`src/rtl/mem_pkg.sv`:
```
// Shared definitions for the data memory and its copy arbiter.
package mem_pkg;

    localparam int W_DEF = 8;
    localparam int A_DEF = 8;

    typedef enum logic [1:0] {
        IDLE  = 2'd0,
        READ  = 2'd1,
        WRITE = 2'd2,
        DONE  = 2'd3
    } cp_state_t;

endpackage

```
`src/rtl/copy_engine.sv`:
```
// Byte-copy engine: moves len bytes src->dst, one read and one write per byte.
// Holds in place whenever the memory port is taken by the CPU (stall).
module copy_engine
    import mem_pkg::*;
#(
    parameter int W = W_DEF,
    parameter int A = A_DEF
) (
    input  logic         clk,
    input  logic         reset,
    input  logic         stall,
    input  logic         cp_start,
    input  logic [A-1:0] cp_src,
    input  logic [A-1:0] cp_dst,
    input  logic [A-1:0] cp_len,
    output logic         cp_busy,
    output logic         cp_done,
    output logic [A-1:0] eng_addr,
    output logic [W-1:0] eng_wdata,
    output logic         eng_re,
    output logic         eng_we,
    input  logic [W-1:0] eng_rdata
);

    cp_state_t    state, state_next;
    logic [A-1:0] src_ptr, dst_ptr, remaining;
    logic [W-1:0] data_buf;

    // State register.
    always_ff @(posedge clk or negedge reset) begin
        if (!reset) state <= IDLE;
        else        state <= state_next;
    end

    // Next-state and port outputs; stall freezes READ/WRITE in place.
    always_comb begin
        state_next = state;
        eng_addr   = '0;
        eng_wdata  = '0;
        eng_re     = 1'b0;
        eng_we     = 1'b0;
        cp_busy    = 1'b0;
        cp_done    = 1'b0;
        case (state)
            IDLE: begin
                if (cp_start) state_next = (cp_len != '0) ? READ : DONE;
            end
            READ: begin
                eng_addr = src_ptr;
                eng_re   = 1'b1;
                cp_busy  = 1'b1;
                if (!stall) state_next = WRITE;
            end
            WRITE: begin
                eng_addr  = dst_ptr;
                eng_wdata = data_buf;
                eng_we    = 1'b1;
                cp_busy   = 1'b1;
                if (!stall) state_next = (remaining == A'(1)) ? DONE : READ;
            end
            DONE: begin
                cp_done    = 1'b1;
                state_next = IDLE;
            end
            default: state_next = IDLE;
        endcase
    end

    // Pointers, byte count and the staging byte between read and write.
    always_ff @(posedge clk or negedge reset) begin
        if (!reset) begin
            src_ptr   <= '0;
            dst_ptr   <= '0;
            remaining <= '0;
            data_buf  <= '0;
        end else begin
            case (state)
                IDLE: if (cp_start) begin
                    src_ptr   <= cp_src;
                    dst_ptr   <= cp_dst;
                    remaining <= cp_len;
                end
                READ: if (!stall) data_buf <= eng_rdata;
                WRITE: if (!stall) begin
                    // Pointers wrap naturally at 2**A.
                    src_ptr   <= src_ptr + A'(1);
                    dst_ptr   <= dst_ptr + A'(1);
                    remaining <= remaining - A'(1);
                end
                default: ;
            endcase
        end
    end

endmodule

```
`src/rtl/mem_copy_arbiter.sv`:
```
// Owns the single data-memory port; CPU traffic always wins over the copy engine.
module mem_copy_arbiter
    import mem_pkg::*;
#(
    parameter int W = W_DEF,
    parameter int A = A_DEF
) (
    input  logic         clk,
    input  logic         reset,
    input  logic [A-1:0] cpu_addr,
    input  logic [W-1:0] cpu_wdata,
    input  logic         cpu_re,
    input  logic         cpu_we,
    output logic [W-1:0] cpu_rdata,
    input  logic         cp_start,
    input  logic [A-1:0] cp_src,
    input  logic [A-1:0] cp_dst,
    input  logic [A-1:0] cp_len,
    output logic         cp_busy,
    output logic         cp_done,
    output logic [A-1:0] mem_addr,
    output logic [W-1:0] mem_wdata,
    output logic         mem_re,
    output logic         mem_we,
    input  logic [W-1:0] mem_rdata
);

    logic         cpu_req;
    logic [A-1:0] eng_addr;
    logic [W-1:0] eng_wdata;
    logic         eng_re, eng_we;

    assign cpu_req = cpu_re | cpu_we;

    copy_engine #(.W(W), .A(A)) u_engine (
        .clk       (clk),
        .reset     (reset),
        .stall     (cpu_req),
        .cp_start  (cp_start),
        .cp_src    (cp_src),
        .cp_dst    (cp_dst),
        .cp_len    (cp_len),
        .cp_busy   (cp_busy),
        .cp_done   (cp_done),
        .eng_addr  (eng_addr),
        .eng_wdata (eng_wdata),
        .eng_re    (eng_re),
        .eng_we    (eng_we),
        .eng_rdata (mem_rdata)
    );

    // Priority mux: any CPU request takes the port verbatim.
    always_comb begin
        if (cpu_req) begin
            mem_addr  = cpu_addr;
            mem_wdata = cpu_wdata;
            mem_re    = cpu_re;
            mem_we    = cpu_we;
        end else begin
            mem_addr  = eng_addr;
            mem_wdata = eng_wdata;
            mem_re    = eng_re;
            mem_we    = eng_we;
        end
    end

    // Load data is gated so the CPU sees zero unless it is actually loading.
    always_comb begin
        cpu_rdata = cpu_re ? mem_rdata : '0;
    end

endmodule
```
`config.mk`:
```
export PLATFORM = sky130hd
export DESIGN_NAME = mem_copy_arbiter
export DESIGN_NICKNAME = d
export VERILOG_FILES = /design/src/rtl/mem_pkg.sv /design/src/rtl/copy_engine.sv /design/src/rtl/mem_copy_arbiter.sv
export SDC_FILE = /design/constraint.sdc
export NUM_CORES = 1
export LEC_CHECK = 0
export BUFFER_PORTS_ARGS = -buffer_cell sky130_fd_sc_hd__buf_2
export CORE_MARGIN = 10
export CORE_UTILIZATION = 50
export CTS_CLUSTER_SIZE = 24
export DETAILED_ROUTE_END_ITERATION = 10
export GPL_ROUTABILITY_DRIVEN = 0
export PLACE_DENSITY = 0.8
export SLEW_MARGIN = 30
export SYNTH_ARGS = -nofsm -noshare
export SYNTH_HDL_FRONTEND = slang
export SYNTH_SLANG_ARGS = --single-unit
```
`constraint.sdc`:
```
create_clock -name clk -period 2.33 [get_ports clk]
set_input_delay 0.1165 -clock clk [delete_from_list [all_inputs] [get_ports clk]]
set_output_delay 0.1165 -clock clk [all_outputs]
set_load 0.01 [all_outputs]
```
==> out/results.tsv <==
metric	value	unit
Clock Latency Late Sink	0.29	ns
Antenna Nets Post-Route	0	
Leak	1.37	nW
Synthesized Nets	337	
largest net degree at the start of global routing	35	
commonest non-fill, non-tap cell in the layout	buf_2	
switching pwr	1.40	mW
drt pass-1 iters	4	
RSZ-0062 raised after global routing	false	
fraction of layout cells with a size suffix above 1	31.3	%
initial antenna violation count	0	
final slew viol count	0	
CP Data Arrival Time	2.06	ns
RR Endpoint	u_engine.dst_ptr[4]	
cell depth of the worst flop-to-flop path	6	
Fin Setup TNS	0	ns
Slew @ Worst Pin	0.761	ns
most frequent cells in the layout	80 x buf_2, 43 x nand2_1, 34 x dfrtp_1, 27 x nand3_1, 23 x o21ai_0	
crit end category	primary output	
kind of critical path	reg2out	
CTS tree	yes	
post-layout net count	416	
Die Y	87.6	um
Final Skew	0.00449	ns
placed standard-cell area	0.00275	mm^2
critical path launch point	u_engine.state[0]	
die span in x	87.6	um
sequential share of the synthesized area	37.2	%
detailed-route DRC error count	0	
part of the power in the clock network	14.1	%
cell area after layout	0.00285	mm^2
H-tree depth	2	
Final period util	93.6	%
GRT Total Usage	17.8	%
cell at the root of the clock tree	clkbuf_8	
worst reg2reg setup slack	0.20	ns
status	finished, final reports clean	
reg2reg start	u_engine.state[0]	
PwrDens	1130	mW/mm^2
synthesized cell area	0.00229	mm^2
GR Overflow Total	0	
Worst Setup EP	mem_addr[3]	
FFs w/ async S/R, synth	100	%
IO Count	81	
IO Port Bufs	80	
Clock transition at path regs	0.07	ns
Max-Cap Viols	0	
worst hold path type	in2reg	
Area Growth Syn to Fin	24.7	%
vias per std cell	5.80	
Sequential Power Share	37.8	%
final WL	6.81	mm
synthesized area per cell	8.32	um^2
Syn. warnings	0	
Worst Path Required	2.21	ns
Comb pwr share	48.1	%
main flop type after synthesis	dfrtp_1	
CTS sink cnt	34	
crit path time final	2.18	ns
Iter 0 DRT Violations	237	
Starting Density	52.2	%
cell internal pwr	1.82	mW
Core Region	0.00438	mm^2
Max-slew headroom	49.3	%
total CTS buffers	5	
DR WL/cell	16.7	um
Ant. Diodes	0	
IR drop worst, VDD	0.602	mV
FP Rows	24	
Vias	2360	
Startpoint Class	flip-flop	
final hold violation count	0	
CP Max Fanout	26	
HPWL Detailed	5.17	mm
flops & latches, synth	34	
Sw Share	43.5	%
vias in the first global route	2316	
clock buffer depth	2	
EDFF count, synth	0	
first-pass GRT wire length	11.2	mm
synthesized netlist cell count	275	
die area	0.00768	mm^2
Netlist cell types	44	
final setup fails	0	
f_max	458	MHz
worst min path at each step:
stage | from | to | slack [ns] | depth (start not counted)
after detailed placement | reset | u_engine.remaining[1] | 0.23 | 1
after floorplan | reset | u_engine.data_buf[0] | -0.18 | 0
after global routing | mem_rdata[5] | u_engine.data_buf[5] | 0.07 | 2
after CTS | mem_rdata[2] | u_engine.data_buf[2] | 0.06 | 2
after global placement | reset | u_engine.remaining[1] | 0.24 | 1
final | mem_rdata[5] | u_engine.data_buf[5] | 0.07 | 2
cell type report:
| class | instances | area, um^2 |
|---|---|---|
| fill | 379 | 1530 |
| multi-input combinational | 218 | 1350 |
| sequential | 34 | 851 |
| timing repair buffer | 90 | 478 |
| clock buffer | 7 | 86.3 |
| tap | 52 | 65.1 |
| inverter | 5 | 18.8 |
| clock inverter | 1 | 5.00 |
synth_stat cells, drive strengths merged, types with 8 or more instances:
library cell | number | area share, %
nand2 | 43 | 7.1
dfrtp | 34 | 37
nand3 | 27 | 5.9
o21ai | 23 | 5.0
nor2 | 15 | 2.5
clkbuf | 14 | 2.3
a22oi | 9 | 3.0
and2 | 9 | 2.5
ha | 9 | 4.9
mux2 | 9 | 4.4
a21oi | 8 | 1.8
nor3 | 8 | 1.8
sequential cells by signal, summed over array words and instances (netlist names):
name                flops
u_engine.data_buf       8
u_engine.dst_ptr        8
u_engine.remaining      8
u_engine.src_ptr        8
u_engine.state          2
cells by family (layout without fill, tap and decap cells):
family | count (synthesis) | in the layout | synth area share, %
buffers and inverters | 23 | 103 | 3.99
muxes | 15 | 15 | 7.06
AOI/OAI and AO/OA | 67 | 67 | 19.4
and+or+nand+nor | 127 | 127 | 27.5
adders and majority gates | 9 | 9 | 4.92
DFF | 34 | 34 | 37.2
power by group through the flow:
stage	registers [mW]	logic [mW]	clock network [mW]
6_report	1.22	1.55	0.453
5_1_grt	1.27	1.74	0.488
4_1_cts	1.21	1.55	0.460
3_5_place_dp	1.22	1.54	0
3_3_place_gp	1.20	1.50	0
2_1_floorplan	1.12	1.14	0
critical path: stages (launching register included):
cell     delay, ns
dfrtp_1       0.40
inv_1         0.13
ha_2          0.40
buf_4         0.36
a22oi_1       0.15
o21ai_0       0.17
buf_2         0.16
metrics by stage:
step / instances / power, mW / util, % / hold WS [ns] / setup WS (ns)
2_1_floorplan: 275 / 2.26 / - / -0.179 / 0.374
3_3_place_gp: 398 / 2.70 / 62.7 / 0.238 / 0.316
3_5_place_dp: 398 / 2.75 / 62.7 / 0.233 / 0.234
4_1_cts: 407 / 3.21 / 65.0 / 0.0622 / 0.160
5_1_grt: 407 / 3.50 / 65.0 / 0.0680 / 0.0282
6_report: 407 / 3.22 / 65.0 / 0.0715 / 0.149
what timing repair did:
action,4_1_cts,5_1_grt
resized for setup,0,0
setup buffers,0,0
hold buffers,1,0
hold endpoints to repair,34,0
layer usage:
layer	routed length [um]	track usage (%)
met5	0	0
met4	59	5.65
met2	3550	30.4
met1	2680	21.2
met3	524	4.83
No activity file was read; power rests on OpenSTA's default activity.
